## src/rtl/dec8b10b_pkg.sv

```systemverilog
// Shared constants, types and the sub-block disparity classifier for the 10b->8b decoder.
package dec8b10b_pkg;

  localparam logic RDM = 1'b0;
  localparam logic RDP = 1'b1;

  localparam logic [5:0] K28_6B_N = 6'b001111;
  localparam logic [5:0] K28_6B_P = 6'b110000;
  localparam logic [5:0] D7_6B_N  = 6'b111000;
  localparam logic [5:0] D7_6B_P  = 6'b000111;
  localparam logic [3:0] A7_4B_N  = 4'b0111;
  localparam logic [3:0] A7_4B_P  = 4'b1000;

  typedef enum logic [1:0] {NEG, NEU, POS, BAD} disp_e;
  typedef enum logic {ST_RDM = RDM, ST_RDP = RDP} rd_state_e;

  // Classifies a 6b sub-block (is_6b=1) or the 4b sub-block held in bits[3:0].
  function automatic disp_e subblk_disp(input logic [5:0] bits, input logic is_6b);
    logic [2:0] ones;
    disp_e      cls;
    ones = 3'd0;
    for (int i = 0; i < 6; i++) begin
      if (is_6b || i < 4) ones = ones + {2'b00, bits[i]};
    end
    cls = BAD;
    if (is_6b) begin
      case (ones)
        3'd2:    cls = NEG;
        3'd3:    cls = (bits == D7_6B_P) ? POS : (bits == D7_6B_N) ? NEG : NEU;
        3'd4:    cls = POS;
        default: cls = BAD;
      endcase
    end else begin
      case (ones)
        3'd1:    cls = NEG;
        3'd2:    cls = (bits[3:0] == 4'b0011) ? POS : (bits[3:0] == 4'b1100) ? NEG : NEU;
        3'd3:    cls = POS;
        default: cls = BAD;
      endcase
    end
    return cls;
  endfunction

endpackage

```

## src/rtl/dec_subblock_lut.sv

```systemverilog
// Combinational 6b->5b / 4b->3b decode tables with K-candidate and disparity classification.
module dec_subblock_lut
  import dec8b10b_pkg::*;
(
  input  logic [9:0] sym,
  output logic [4:0] dec5,
  output logic       valid6,
  output logic [2:0] dec3,
  output logic       valid4,
  output logic       k28,
  output logic       a7_n,
  output logic       a7_p,
  output disp_e      cls6,
  output disp_e      cls4
);

  logic [5:0] abcdei;
  logic [3:0] fghj;
  logic [3:0] fghj_eff;

  always_comb begin
    abcdei   = sym[9:4];
    fghj     = sym[3:0];
    k28      = (abcdei == K28_6B_N) || (abcdei == K28_6B_P);
    // After 110000 the K28 balanced 4b codes are sent complemented; fold them back.
    fghj_eff = (abcdei == K28_6B_P) ? ~fghj : fghj;
    a7_n     = (fghj_eff == A7_4B_N);
    a7_p     = (fghj_eff == A7_4B_P);
    cls6     = subblk_disp(abcdei, 1'b1);
    cls4     = subblk_disp({2'b00, fghj}, 1'b0);

    dec5   = 5'd0;
    valid6 = 1'b1;
    case (abcdei)
      6'b100111, 6'b011000:             dec5 = 5'd0;
      6'b011101, 6'b100010:             dec5 = 5'd1;
      6'b101101, 6'b010010:             dec5 = 5'd2;
      6'b110001:                        dec5 = 5'd3;
      6'b110101, 6'b001010:             dec5 = 5'd4;
      6'b101001:                        dec5 = 5'd5;
      6'b011001:                        dec5 = 5'd6;
      6'b111000, 6'b000111:             dec5 = 5'd7;
      6'b111001, 6'b000110:             dec5 = 5'd8;
      6'b100101:                        dec5 = 5'd9;
      6'b010101:                        dec5 = 5'd10;
      6'b110100:                        dec5 = 5'd11;
      6'b001101:                        dec5 = 5'd12;
      6'b101100:                        dec5 = 5'd13;
      6'b011100:                        dec5 = 5'd14;
      6'b010111, 6'b101000:             dec5 = 5'd15;
      6'b011011, 6'b100100:             dec5 = 5'd16;
      6'b100011:                        dec5 = 5'd17;
      6'b010011:                        dec5 = 5'd18;
      6'b110010:                        dec5 = 5'd19;
      6'b001011:                        dec5 = 5'd20;
      6'b101010:                        dec5 = 5'd21;
      6'b011010:                        dec5 = 5'd22;
      6'b111010, 6'b000101:             dec5 = 5'd23;
      6'b110011, 6'b001100:             dec5 = 5'd24;
      6'b100110:                        dec5 = 5'd25;
      6'b010110:                        dec5 = 5'd26;
      6'b110110, 6'b001001:             dec5 = 5'd27;
      6'b001110, 6'b001111, 6'b110000:  dec5 = 5'd28;
      6'b101110, 6'b010001:             dec5 = 5'd29;
      6'b011110, 6'b100001:             dec5 = 5'd30;
      6'b101011, 6'b010100:             dec5 = 5'd31;
      default:                          valid6 = 1'b0;
    endcase

    dec3   = 3'd0;
    valid4 = 1'b1;
    case (fghj_eff)
      4'b1011, 4'b0100:                    dec3 = 3'd0;
      4'b1001:                             dec3 = 3'd1;
      4'b0101:                             dec3 = 3'd2;
      4'b1100, 4'b0011:                    dec3 = 3'd3;
      4'b1101, 4'b0010:                    dec3 = 3'd4;
      4'b1010:                             dec3 = 3'd5;
      4'b0110:                             dec3 = 3'd6;
      4'b1110, 4'b0001, 4'b0111, 4'b1000:  dec3 = 3'd7;
      default:                             valid4 = 1'b0;
    endcase
  end

endmodule

```

## src/rtl/decode_10b8b.sv

```systemverilog
// 8b/10b receive decoder with running-disparity tracking and error flags, latency 1.
// Define DEC_ERRCNT_EN to add the saturating errcnt output (width ERRCNT_W).
module decode_10b8b
  import dec8b10b_pkg::*;
#(
  parameter bit INIT_RD = 1'b0
`ifdef DEC_ERRCNT_EN
  ,
  parameter int ERRCNT_W = 8
`endif
) (
  input  logic       clk,
  input  logic       reset,
  input  logic       startin,
  input  logic       pushin,
  input  logic [9:0] datain,
  output logic       pushout,
  output logic [7:0] dataout,
  output logic       kout,
  output logic       rdout,
  output logic       disperr,
  output logic       codeerr
`ifdef DEC_ERRCNT_EN
  ,
  output logic [ERRCNT_W-1:0] errcnt
`endif
);

  localparam rd_state_e RD_INIT = rd_state_e'(INIT_RD);

  logic [4:0] dec5;
  logic [2:0] dec3;
  logic       valid6, valid4, k28, a7_n, a7_p;
  disp_e      cls6, cls4;

  rd_state_e  rd_q, rd_d, rd6, rd_after;
  logic       dperr6, dperr4, k_alt, k_sym, a7_bad, code_bad, accept;

  dec_subblock_lut u_lut (
    .sym   (datain),
    .dec5  (dec5),
    .valid6(valid6),
    .dec3  (dec3),
    .valid4(valid4),
    .k28   (k28),
    .a7_n  (a7_n),
    .a7_p  (a7_p),
    .cls6  (cls6),
    .cls4  (cls4)
  );

  always_comb begin
    rd6      = rd_q;
    dperr6   = 1'b0;
    rd_after = rd_q;
    dperr4   = 1'b0;
    case (cls6)
      POS:     begin rd6 = ST_RDP; dperr6 = (rd_q == ST_RDP); end
      NEG:     begin rd6 = ST_RDM; dperr6 = (rd_q == ST_RDM); end
      default: rd6 = rd_q;
    endcase
    rd_after = rd6;
    case (cls4)
      POS:     begin rd_after = ST_RDP; dperr4 = (rd6 == ST_RDP); end
      NEG:     begin rd_after = ST_RDM; dperr4 = (rd6 == ST_RDM); end
      default: rd_after = rd6;
    endcase

    // K23/27/29/30.7 need the A7 form that matches the RD left by their 6b code.
    k_alt    = ((a7_p && cls6 == POS) || (a7_n && cls6 == NEG)) &&
               (dec5 inside {5'd23, 5'd27, 5'd29, 5'd30});
    k_sym    = k28 || k_alt;
    a7_bad   = !k_sym && ((a7_n && !(dec5 inside {5'd17, 5'd18, 5'd20})) ||
                          (a7_p && !(dec5 inside {5'd11, 5'd13, 5'd14})));
    code_bad = !valid6 || !valid4 || a7_bad;

    accept = pushin && !startin;
    rd_d   = rd_q;
    if (startin)     rd_d = RD_INIT;
    else if (pushin) rd_d = rd_after;
  end

  always_ff @(posedge clk or posedge reset) begin
    if (reset) begin
      rd_q    <= RD_INIT;
      pushout <= 1'b0;
      dataout <= 8'h00;
      kout    <= 1'b0;
      disperr <= 1'b0;
      codeerr <= 1'b0;
    end else begin
      rd_q    <= rd_d;
      pushout <= accept;
      if (accept) begin
        dataout <= code_bad ? 8'h00 : {dec3, dec5};
        kout    <= k_sym && !code_bad;
        disperr <= dperr6 || dperr4;
        codeerr <= code_bad;
      end
    end
  end

  assign rdout = rd_q;

`ifdef DEC_ERRCNT_EN
  always_ff @(posedge clk or posedge reset) begin
    if (reset) begin
      errcnt <= '0;
    end else if (startin) begin
      errcnt <= '0;
    end else if (accept && (dperr6 || dperr4 || code_bad) && (errcnt != '1)) begin
      errcnt <= errcnt + 1'b1;
    end
  end
`endif

endmodule

```

## config.mk

```make
export PLATFORM = sky130hd
export DESIGN_NAME = decode_10b8b
export DESIGN_NICKNAME = d
export VERILOG_FILES = /design/src/rtl/dec8b10b_pkg.sv /design/src/rtl/dec_subblock_lut.sv /design/src/rtl/decode_10b8b.sv
export SDC_FILE = /design/constraint.sdc
export NUM_CORES = 1
export LEC_CHECK = 0
export CAP_MARGIN = 20
export CORE_ASPECT_RATIO = 1.5
export CORE_MARGIN = 1
export CORE_UTILIZATION = 40
export CTS_CLUSTER_DIAMETER = 40
export DETAILED_ROUTE_END_ITERATION = 16
export PLACE_DENSITY = 0.66
export SLEW_MARGIN = 20
export SYNTH_ARGS = -nofsm -noshare
export SYNTH_HDL_FRONTEND = slang
export SYNTH_SLANG_ARGS = --single-unit
```

## constraint.sdc

```tcl
create_clock -name clk -period 3.4 [get_ports clk]
set_input_delay 0.34 -clock clk [delete_from_list [all_inputs] [get_ports clk]]
set_output_delay 0.34 -clock clk [all_outputs]
set_load 0.01 [all_outputs]
```

# [Word-level counts from Yosys, hierarchy flattened]
# Cells that the tools add are included.
[word_totals] ff_bits=13 in_bits=14 output_inout_bits=13 elab_cells=164
[op_classes] add_sub_neg=8 n_eq_ne=82 n_mux=18 bitwise=3 n_reduce_logical=47
[op_table] op="$pmux 5 s31" n=1
[op_table] op="$eq 6x6->1 const B" n=24
[op_table] op="$eq 6x5->1 const B" n=14
[op_table] op="$reduce_or 48->1" n=1
[op_table] op="$eq 6x4->1 const B" n=7
[op_table] op="$eq 5x5->1 const B" n=7
[op_table] op="$eq 4x4->1 const B" n=8
[op_table] op="$reduce_or 2->1" n=15
[op_table] op="$pmux 3 s7" n=1
[op_table] op="$add 3x1->3" n=6
[op_table] op="$eq 6x3->1 const B" n=3
[op_table] op="$eq 4x3->1 const B" n=4
[op_table] op="$eq 5x4->1 const B" n=3
[op_table] op="$reduce_or 14->1" n=1
[op_table] op="$eq 3x2->1 const B" n=4
[op_table] op="$eq 4x2->1 const B" n=3
[op_table] op="$pmux 2 s3" n=2
[op_table] op="$logic_and 1x1->1" n=8
[op_table] op="$mux 8" n=1
[op_table] op="$pmux 1 s2" n=4
[op_table] op="$logic_not 1->1" n=7
[op_table] op="$logic_or 1x1->1" n=7
[op_table] op="$mux 1" n=6
[op_table] op="$reduce_bool 3->1" n=2
[op_table] op="other kinds (14)" n=19

# [Depth between registers and ports, before layout]
# Gate-level depths: netlist of run 1.
[depth] word_depth=17 depth_mapped=16 ltp_nobuf=15

# [Modules after synthesis]
# Synthesis of run 1 repeated with hierarchy kept, for this count alone.
[unflattened] hier_cells=265 area_unflattened_um2=1985.7
[modules_own_cells] mod="dec_subblock_lut" n_inst=1 cells_each=186 area_per_inst_um2=1270.0 seq_area_each_um2=0.0
[modules_own_cells] mod="decode_10b8b" n_inst=1 cells_each=79 area_per_inst_um2=715.7 seq_area_each_um2=325.3

# [Worst setup path after synthesis of run 1]
# Ideal clock, no wire load.
[synth_timing] path_type="input to register" startpoint="input datain[6]" endpoint="register dataout[0]" setup_time_ps=68 t_arrival_ps=3434 t_required_ps=3332 slack_ps=-102 path_stages=14 n_path_buf=2 cell_sequence="clkbuf_1 -> inv_1 -> fa_1 -> inv_1 -> fa_1 -> fa_1 -> nand2_1 -> or4_1 -> o31a_1 -> o22ai_1 -> and2_1 -> a221o_1 -> buf_6 -> a32o_1"
[synth_via] elab_chain_len=15 word_cells_on_any_way=125 cone_classes="add/sub (4); eq/ne (76); mux (8); reduce/logical (37)"
[synth_lines] element="start: declaration" line="decode_10b8b.sv:16" source="input logic [9:0] datain,"
[synth_lines] element="$add 3x1->3 (4 in a row)" line="dec8b10b_pkg.sv:23" source="if (is_6b || i < 4) ones = ones + {2'b00, bits[i]};"
[synth_lines] element="$eq 3x3->1 or $eq 3x2->1 (tied branches)" line="dec8b10b_pkg.sv:27" source="case (ones)"
[synth_lines] element="$pmux 2 s3" line="dec8b10b_pkg.sv:27"
[synth_lines] element="$eq 2x2->1 or $logic_not 2->1 (tied branches)" line="decode_10b8b.sv:70" source="k_alt = ((a7_p && cls6 == POS) || (a7_n && cls6 == NEG)) &&"
[synth_lines] element="$logic_and 1x1->1" line="decode_10b8b.sv:70"
[synth_lines] element="$logic_or 1x1->1" line="decode_10b8b.sv:70"
[synth_lines] element="$logic_and 1x1->1" line="decode_10b8b.sv:70"
[synth_lines] element="$logic_or 1x1->1" line="decode_10b8b.sv:72" source="k_sym = k28 || k_alt;"
[synth_lines] element="$logic_not 1->1" line="decode_10b8b.sv:73" source="a7_bad = !k_sym && ((a7_n && !(dec5 inside {5'd17, 5'd18, 5'd20})) ||"
[synth_lines] element="$logic_and 1x1->1" line="decode_10b8b.sv:73"
[synth_lines] element="$logic_or 1x1->1" line="decode_10b8b.sv:75" source="code_bad = !valid6 || !valid4 || a7_bad;"
[synth_lines] element="$mux 8 *" line="decode_10b8b.sv:95" source="dataout <= code_bad ? 8'h00 : {dec3, dec5};"
[synth_lines] element="end signal: assignment" line="decode_10b8b.sv:95"
[synth_lines] element="end: declaration" line="decode_10b8b.sv:18" source="output logic [7:0] dataout,"
# Mark *: on every way between the ends. The rest lies on a longest branch, timed or not.
# A chain may end at the register's enable or synchronous reset.

# [Final worst setup path of run 1]
[layout_timing] startpoint="input datain[5]" endpoint="register dataout[5]"
[layout_via] elab_chain_len=16 word_cells_on_any_way=130 cone_classes="add/sub (5); eq/ne (76); mux (9); reduce/logical (40)"
[layout_lines] element="$add 1x1->2" line="dec8b10b_pkg.sv:23"
[layout_lines] element="$add 3x1->3 (4 in a row)" line="dec8b10b_pkg.sv:23"
[layout_lines] element="$eq 3x3->1 or $eq 3x2->1 (tied branches)" line="dec8b10b_pkg.sv:27"
[layout_lines] element="$pmux 2 s3" line="dec8b10b_pkg.sv:27"
[layout_lines] element="$eq 2x2->1 or $logic_not 2->1 (tied branches)" line="decode_10b8b.sv:70"
[layout_lines] element="$logic_and 1x1->1" line="decode_10b8b.sv:70"
[layout_lines] element="$logic_or 1x1->1" line="decode_10b8b.sv:70"
[layout_lines] element="$logic_and 1x1->1" line="decode_10b8b.sv:70"
[layout_lines] element="$logic_or 1x1->1" line="decode_10b8b.sv:72"
[layout_lines] element="$logic_not 1->1" line="decode_10b8b.sv:73"
[layout_lines] element="$logic_and 1x1->1" line="decode_10b8b.sv:73"
[layout_lines] element="$logic_or 1x1->1" line="decode_10b8b.sv:75"
[layout_lines] element="$mux 8 *" line="decode_10b8b.sv:95"
# Marks and branches as above.

==> results of run 1 <==
[state kept, by name (all words and copies together) (netlist names)]
signal / count
codeerr: 1
kout: 1
rdout: 1
dataout: 8
pushout: 1
disperr: 1
[area by class of cell]
cell class | instances | area (sq um)
fill | 436 | 1770
multi-input combinational | 197 | 1460
timing repair buffer | 98 | 816
sequential | 13 | 325
inverter | 21 | 83.8
tap | 64 | 80.1
clock buffer | 4 | 45.0
[where the power goes]
group          switching [W]  total (W)  internal (W)  leakage [nW]
clock              0.0000568   0.000140     0.0000829        0.0228
sequential         0.0000148   0.000195      0.000180         0.170
combinational       0.000202   0.000435      0.000233          1.06
[layout by cell type, fill, tap and decap left out, types with 4 or more instances in the layout]
cell type	synthesis	routed
a211oi_1	6	6
a21oi_1	9	8
a32o_1	9	9
and2_1	4	4
and3b_1	4	4
buf_4	1	69
buf_6	1	4
clkdlybuf4s50_1	0	22
dfrtp_1	13	13
ha_1	7	6
inv_1	21	15
inv_2	0	4
mux2i_1	8	8
nand2_1	21	20
nand2b_1	6	6
nand3_1	9	9
nand3b_1	5	5
nand4_1	4	4
nor2_1	11	11
nor3_1	4	4
o21ai_0	14	14
o22ai_1	8	8
o31ai_1	4	4
or3b_2	4	4
[kinds of logic after synthesis]
family	synth area share
AND/OR/NAND/NOR	0.270
AO/OA/AOI/OAI	0.326
buffers and inverters	0.0894
flip-flops	0.168
adder cells (fa/ha/maj)	0.0868
multiplexers	0.0415
XOR/XNOR	0.0181
[synthesized netlist by cell type, drive strengths merged (2+ instances only)]
master | count | share of area
nor4 | 2 | 0.0065
buf | 7 | 0.021
or4 | 2 | 0.0097
ha | 7 | 0.045
o21ai | 14 | 0.036
o211ai | 3 | 0.014
nand2b | 6 | 0.019
nor3 | 4 | 0.010
o31a | 2 | 0.0091
a41oi | 2 | 0.0091
a21o | 3 | 0.012
a32o | 10 | 0.052
a22o | 2 | 0.0091
nand2 | 21 | 0.041
nand3b | 5 | 0.019
a21oi | 9 | 0.023
nor2 | 12 | 0.025
and3b | 4 | 0.018
nand4b | 2 | 0.0091
xnor2 | 3 | 0.014
nand3 | 9 | 0.023
fa | 4 | 0.041
o22ai | 8 | 0.026
or3b | 4 | 0.018
nor3b | 2 | 0.0078
o31ai | 4 | 0.016
o2111ai | 2 | 0.012
nor2b | 2 | 0.0065
dfrtp | 13 | 0.17
and2 | 4 | 0.013
inv | 21 | 0.041
or3 | 3 | 0.0097
clkbuf | 14 | 0.027
mux2i | 8 | 0.041
nand4 | 4 | 0.013
a211oi | 6 | 0.023
and4 | 2 | 0.0091
[final timing paths]
path / end / slack, ps
worst max-delay path: dataout[5] / -20
worst min-delay path: dataout[3] / 410
worst max register to register: disperr / 2080
worst min register to register: dataout[6] / 500
max in group asynchronous: pushout / 2670
min in group clk: dataout[6] / 500
[stage by stage]
step | TNS (ps) | power, W
final | -19.7 | 0.000769
after global routing | -934 | 0.000824
after CTS | -2100 | 0.000764
after detailed placement | -7310 | 0.000610
after global placement | -6590 | 0.000600
after floorplan | 0 | 0.000418
[layer usage]
layer | vias up | track usage | wire, um
li1 | 1126 | - | -
met1 | 1071 | 0.267 | 2160
met2 | 66 | 0.458 | 3160
met3 | 23 | 0.00594 | 127
met4 | 0 | 0.132 | 282
met5 | - | 0 | 0
[timing repair]
action | CTS | global route
gates cloned | 1 | 0
gates resized for setup | 23 | 9
pin swaps | 15 | 13
endpoints found under the setup margin | 12 | 12
setup buffers | 2 | 1
==> impl_metrics.env, run 1 <==
export IMPL_status="complete, but fails checks"
export IMPL_violations="negative setup slack"
export IMPL_powerDensity_nw_per_um2=274
export IMPL_io_buffers=26
export IMPL_antenna_found_initial=0
export IMPL_stdcell_count=397
export IMPL_setup_ws_ps=-19.7
export IMPL_fin_crit_sh=1.01
export IMPL_cts_hold_buffers_added=0
export IMPL_synth_main_ff_cell="dfrtp_1"
export IMPL_cp_required_ps=3580
export IMPL_crit_slowest_cell="fa_2"
export IMPL_drive_gt1_frac=0.303
export IMPL_fin_skew_ps=0.0724
export IMPL_r2r_cells=6
export IMPL_worstPathBufferInverterCount=5
export IMPL_worst_slew_pin_slew_ps=480
export IMPL_place_gp_congestion=0.917
export IMPL_cp_end_kind="flip-flop"
export IMPL_post_route_min_period_ps=3420
export IMPL_ys_warn_count=0
export IMPL_synth_seq_area_share=0.168
export IMPL_holdWs_ps=408
export IMPL_hold_viol_final=0
export IMPL_ios=27
export IMPL_grt_pass1_wl_um=9720
export IMPL_maxSlewViolCount=0
export IMPL_netlist_instances=252
export IMPL_antennaDiodeCount=0
export IMPL_root_buffer="clkbuf_8"
export IMPL_viasPerCell=5.76
export IMPL_hp_class="in -> async"
export IMPL_slew_headroom=0.680
export IMPL_ant_nets=0
export IMPL_placed_area_sq_um=2700
export IMPL_grt_pass1_vias=2202
export IMPL_worstSetupPathDepth=16
export IMPL_cts_buffers=3
export IMPL_htreeDepth=1
export IMPL_hpwl_um=4690
export IMPL_synth_seq_cells=13
export IMPL_post_route_util=0.614
export IMPL_critPathTopFamily="adder cells"
export IMPL_synth_distinct_cells=67
export IMPL_routed_wl_um=5730
export IMPL_rows=30
export IMPL_core_area_sq_um=4580
export IMPL_drc=0
export IMPL_slowest_delay_ps=560
export IMPL_clkTransAtPathRegs_ps=60
export IMPL_via_count=2286
export IMPL_peakVddDrop_mv=0.114
export IMPL_dp_slack_ps=-703
export IMPL_worstReg2RegStart="rdout"
export IMPL_cp_max_fo=5
export IMPL_async_reset_ff_frac=1.00
export IMPL_clk_latency_ps=250
export IMPL_path_cells="buf_8 -> inv_4 -> ha_4 -> inv_2 -> fa_1 -> inv_2 -> fa_2 -> fa_2 -> nand2_2 -> or4_4 -> o31a_1 -> o22ai_1 -> and2_1 -> a221o_1 -> buf_6 -> a32o_1"
export IMPL_grt_overflow_total=0
export IMPL_die_width_um=58.7
export IMPL_rsz0062_at_grt="yes"
export IMPL_worstSetupStartpoint="datain[5]"
export IMPL_grt_start_max_net_pins=25
export IMPL_cp_data_arrival_time_ps=3600
export IMPL_start_kind="input pin"
export IMPL_grtUsageTotal=0.243
export IMPL_clk_path_buf_depth=2
export IMPL_first_iter_violations=183
export IMPL_leakage_nw=1.26
export IMPL_initial_core_util=0.422
export IMPL_fmax_mhz=292
export IMPL_netlist_area_sq_um=1930
export IMPL_cts_tree="built"
export IMPL_critPathKind="in -> reg"
export IMPL_setup_viol=1
export IMPL_die_h_um=87.1
export IMPL_synth_edff_count=0
export IMPL_synth_fp_nets=277
export IMPL_stdcell_area_sq_um=2810
export IMPL_syn_area_per_cell_sq_um=7.67
export IMPL_dr_pass1_iters=4
export IMPL_wire_per_inst_um=14.4
export IMPL_nets=359
export IMPL_die_area_sq_um=5120
export IMPL_area_delta_synth_final_pct=45.5
export IMPL_placed_cells=390
export IMPL_cts_sinks=13
export IMPL_drv_cap=0
Note: power is estimated with default switching activity, not from simulation.
==> inputs of run 2 (changes only) <==
PLACE_DENSITY = not set   (was 0.66)
PLACE_DENSITY_LB_ADDON = 0.08   (was not set)
==> impl_metrics.env, run 2 (synthesized netlist as in run 1, its figures left out) <==
export IMPL_die_width_um=58.7
export IMPL_cp_max_fo=6
export IMPL_r2r_cells=6
export IMPL_final_fill_count=420
export IMPL_nets=377
export IMPL_top_register="dataout"
export IMPL_fmax_mhz=297
export IMPL_rows=30
export IMPL_viasPerCell=5.71
export IMPL_cts_buffers=3
export IMPL_area_delta_synth_final_pct=55.4
export IMPL_first_iter_violations=117
export IMPL_grt_start_max_net_pins=25
export IMPL_hp_class="in -> async"
export IMPL_htreeDepth=1
export IMPL_cp_common_cell="buf_4"
export IMPL_post_route_util=0.656
export IMPL_setup_viol=0
export IMPL_cts_tree="built"
export IMPL_worstReg2RegStart="rdout"
export IMPL_leakage_nw=1.34
export IMPL_antennaDiodeCount=0
export IMPL_die_h_um=87.1
export IMPL_ios=27
export IMPL_powerDensity_nw_per_um2=269
export IMPL_critPathKind="in -> reg"
export IMPL_clk_path_buf_depth=2
export IMPL_slew_headroom=0.666
export IMPL_wire_per_inst_um=14.5
export IMPL_drv_cap=0
export IMPL_drc=0
export IMPL_via_count=2370
export IMPL_maxSlewViolCount=0
export IMPL_io_buffers=26
export IMPL_dr_pass1_iters=4
export IMPL_cts_sinks=13
export IMPL_rsz0062_at_grt="yes"
export IMPL_core_area_sq_um=4580
export IMPL_fin_crit_sh=0.989
export IMPL_drive_gt1_frac=0.362
export IMPL_post_route_min_period_ps=3360
export IMPL_holdWs_ps=407
export IMPL_cp_required_ps=3570
export IMPL_crit_slowest_cell="or4_4"
export IMPL_clkTransAtPathRegs_ps=50
export IMPL_initial_core_util=0.422
export IMPL_grt_pass1_vias=2293
export IMPL_path_cells="buf_8 -> inv_4 -> buf_4 -> buf_4 -> buf_4 -> buf_4 -> buf_4 -> ha_4 -> buf_6 -> nand4b_1 -> o22ai_2 -> or4_4 -> or3_4 -> or4b_4 -> o211ai_2 -> a221o_1 -> buf_6 -> a32o_1"
export IMPL_ant_nets=0
export IMPL_root_buffer="clkbuf_8"
export IMPL_tns_ps=0
export IMPL_fin_skew_ps=0.0303
export IMPL_slowest_delay_ps=530
export IMPL_final_cell_mix="buf_4, clkdlybuf4s50_1, nand2_1"
export IMPL_grt_pass1_wl_um=10200
export IMPL_hpwl_um=4820
export IMPL_grt_overflow_total=0
export IMPL_place_gp_congestion=0.846
export IMPL_cp_data_arrival_time_ps=3540
export IMPL_clk_latency_ps=240
export IMPL_status="completed"
export IMPL_die_area_sq_um=5120
export IMPL_peakVddDrop_mv=0.116
export IMPL_rrSetupSlack_ps=2060
export IMPL_routed_wl_um=6000
export IMPL_antenna_found_initial=0
export IMPL_r2r_end="disperr"
export IMPL_grtUsageTotal=0.253
export IMPL_start_kind="input pin"
export IMPL_final_common_cell="buf_4"
export IMPL_cp_end_kind="flip-flop"
export IMPL_worst_slew_pin_slew_ps=495
export IMPL_largest_register_ffs=8
export IMPL_hold_viol_final=0
## run 2: what timing repair did
| item | 4_1_cts | 5_1_grt |
|---|---|---|
| hold buffers | 0 | 0 |
| endpoints found under the setup margin | 12 | 12 |
| buffers inserted | 8 | 2 |
| gates resized for setup | 27 | 14 |
| pin swaps | 16 | 18 |
| gates cloned | 1 | 0 |
## run 2: worst max-delay path by stage
stage | startpoint | endpoint | slack (ps) | cells past startpoint
after CTS | datain[4] | dataout[6] | -260 | 16
after global routing | datain[4] | dataout[4] | -100 | 16
final | datain[4] | dataout[4] | 40 | 18
after detailed placement | datain[4] | dataout[3] | -710 | 16
after global placement | datain[4] | dataout[0] | -640 | 16
after floorplan | datain[4] | dataout[0] | 1 | 15
## run 2: area by class of cell
class,count,area [sq um],share of cell area
multi-input combinational,197,1510,0.503
timing repair buffer,116,958,0.319
sequential,13,325,0.108
inverter,21,83.8,0.0279
tap,64,80.1,0.0267
clock buffer,4,45.0,0.0150
## run 2: routing by layer
metal,track usage,share of wire,routed length [um],vias up
met1,0.264,0.38,2270,1149
met5,0,0,0,-
met3,0.0119,0.019,115,14
li1,-,-,-,1155
met2,0.509,0.58,3460,52
met4,0.0866,0.026,156,0
## run 2: stage by stage
stage / setup slack (ps) / instance area [sq um] / power [W] / std cells
4_1_cts: -259 / 2930 / 0.000789 / 414
5_1_grt: -96.1 / 3000 / 0.000866 / 415
6_report: 38.0 / 3000 / 0.000808 / 415
3_3_place_gp: -640 / 2780 / 0.000622 / 401
3_5_place_dp: -706 / 2780 / 0.000630 / 401
2_1_floorplan: 1.30 / 1930 / 0.000418 / 252
## run 2: worst max-delay path, delay by kind of cell
kind            cells  cell delay (ps)
compound gates      4              540
simple gates        4             1500
buf+inv             9              970
fa+ha+maj           1              180
## run 2: report_power, final
part	internal (W)	switching [W]
Clock	0.0000824	0.0000505
Combinational	0.000265	0.000214
Sequential	0.000180	0.0000157
==> inputs of run 3 (changes only) <==
SKIP_CTS_REPAIR_TIMING = 1   (was not set)
==> impl_metrics.env, run 3 (synthesized netlist as in run 1, its figures left out) <==
export IMPL_status="complete, but fails checks"
export IMPL_violations="negative setup slack"
export IMPL_worst_slew_pin_slew_ps=493
export IMPL_grtUsageTotal=0.245
export IMPL_wire_per_inst_um=14.2
export IMPL_seq_area_sq_um=325
export IMPL_stdcell_area_sq_um=2900
export IMPL_powerDensity_nw_per_um2=270
export IMPL_final_cell_mix="buf_4, clkdlybuf4s50_1, nand2_1"
export IMPL_hold_viol_final=0
export IMPL_core_area_sq_um=4580
export IMPL_hp_class="in -> async"
export IMPL_wl_met2_um=3340
export IMPL_fin_crit_sh=1.04
export IMPL_setup_viol=9
export IMPL_viasPerCell=5.69
export IMPL_drive_gt1_frac=0.326
export IMPL_io_buffers=26
export IMPL_r2r_end="disperr"
export IMPL_routed_wl_um=5790
export IMPL_via_count=2323
export IMPL_slew_headroom=0.668
export IMPL_rsz0062_at_grt="yes"
export IMPL_placed_area_sq_um=2780
export IMPL_cp_required_ps=3580
export IMPL_htreeDepth=1
export IMPL_power_internal_w=0.000510
export IMPL_cts_sinks=13
export IMPL_r2r_cells=6
export IMPL_cp_data_arrival_time_ps=3710
export IMPL_cts_buffers=3
export IMPL_holdWs_ps=406
export IMPL_root_buffer="clkbuf_8"
export IMPL_die_area_sq_um=5120
export IMPL_cp_max_fo=5
export IMPL_nets=370
export IMPL_ant_nets=0
export IMPL_largest_register_ffs=8
export IMPL_top_register="dataout"
export IMPL_p_seq_frac=0.250
export IMPL_routed_top_layer="met4"
export IMPL_worstReg2RegStart="rdout"
export IMPL_dp_slack_ps=-706
export IMPL_final_common_cell="buf_4"
export IMPL_grt_overflow_total=0
export IMPL_met1Wirelength_um=2210
export IMPL_cp_end_kind="flip-flop"
export IMPL_stdcell_count=408
export IMPL_post_route_min_period_ps=3530
export IMPL_p_sw_w=0.000273
export IMPL_first_iter_violations=97
export IMPL_start_kind="input pin"
export IMPL_power_frac_comb=0.581
export IMPL_grt_pass1_wl_um=9890
export IMPL_drv_cap=0
export IMPL_clk_path_buf_depth=2
export IMPL_antenna_found_initial=0
export IMPL_critPathKind="in -> reg"
export IMPL_clockPowerShare=0.169
export IMPL_hpwl_um=4820
export IMPL_place_gp_congestion=0.846
export IMPL_grt_pass1_vias=2207
export IMPL_switching_share=0.349
export IMPL_dr_pass1_iters=4
export IMPL_area_delta_synth_final_pct=50.1
export IMPL_clk_latency_ps=240
export IMPL_fin_skew_ps=0.0303
export IMPL_initial_core_util=0.422
export IMPL_multi_input_area_sq_um=1460
export IMPL_antennaDiodeCount=0
export IMPL_setup_ws_ps=-133
export IMPL_ios=27
export IMPL_peakVddDrop_mv=0.103
export IMPL_leakage_nw=1.32
export IMPL_drc=0
export IMPL_rows=30
export IMPL_maxSlewViolCount=0
export IMPL_placed_cells=401
export IMPL_rrSetupSlack_ps=2060
export IMPL_final_fill_count=424
export IMPL_die_width_um=58.7
export IMPL_die_h_um=87.1
export IMPL_grt_start_max_net_pins=25
export IMPL_wl_met3_um=101
export IMPL_fmax_mhz=283
export IMPL_clkTransAtPathRegs_ps=50
export IMPL_cts_tree="built"
run 3: area by class of cell:
| class | count | share of cell area |
|---|---|---|
| clock buffer | 4 | 0.0155 |
| inverter | 21 | 0.0298 |
| multi-input combinational | 197 | 0.504 |
| sequential | 13 | 0.112 |
| tap | 64 | 0.0276 |
| timing repair buffer | 109 | 0.311 |
run 3: worst max path at each step:
stage	startpoint	end	slack, ps	cells past startpoint
2_1_floorplan	datain[4]	dataout[0]	1	15
3_3_place_gp	datain[4]	dataout[0]	-640	16
3_5_place_dp	datain[4]	dataout[3]	-710	16
4_1_cts	datain[4]	dataout[4]	-450	16
5_1_grt	datain[5]	dataout[5]	-260	16
6_report	datain[5]	dataout[5]	-130	16
run 3: power groups by stage:
stage / combinational (W) / sequential (W) / clock, W
2_1_floorplan: 0.000210 / 0.000208 / 0
3_3_place_gp: 0.000425 / 0.000197 / 0
3_5_place_dp: 0.000432 / 0.000198 / 0
4_1_cts: 0.000432 / 0.000196 / 0.000134
5_1_grt: 0.000501 / 0.000199 / 0.000143
6_report: 0.000455 / 0.000196 / 0.000133
run 3: critical path, cell delays in order:
cell and delay [ps]:
buf_6 80, inv_4 30, ha_4 240, inv_2 30, fa_1 500, inv_2 40, fa_2 390, fa_2 590
nand2_2 60, or4_4 410, o31a_1 130, o22ai_1 170, and2_1 160, a221o_1 220, buf_6 140, a32o_1 160
run 3: per-stage QoR:
step	util	setup TNS, ps	total power [W]
after floorplan	-	0	0.000418
after global placement	0.607	-6750	0.000622
after detailed placement	0.607	-7440	0.000630
after CTS	0.617	-4420	0.000762
after global routing	0.633	-2120	0.000843
final	0.633	-1020	0.000784
run 3: per-layer routing:
metal | global-route usage | up-vias
met3 | 0.0104 | 12
met5 | 0 | -
met4 | 0.0758 | 0
li1 | - | 1143
met2 | 0.487 | 47
met1 | 0.266 | 1121
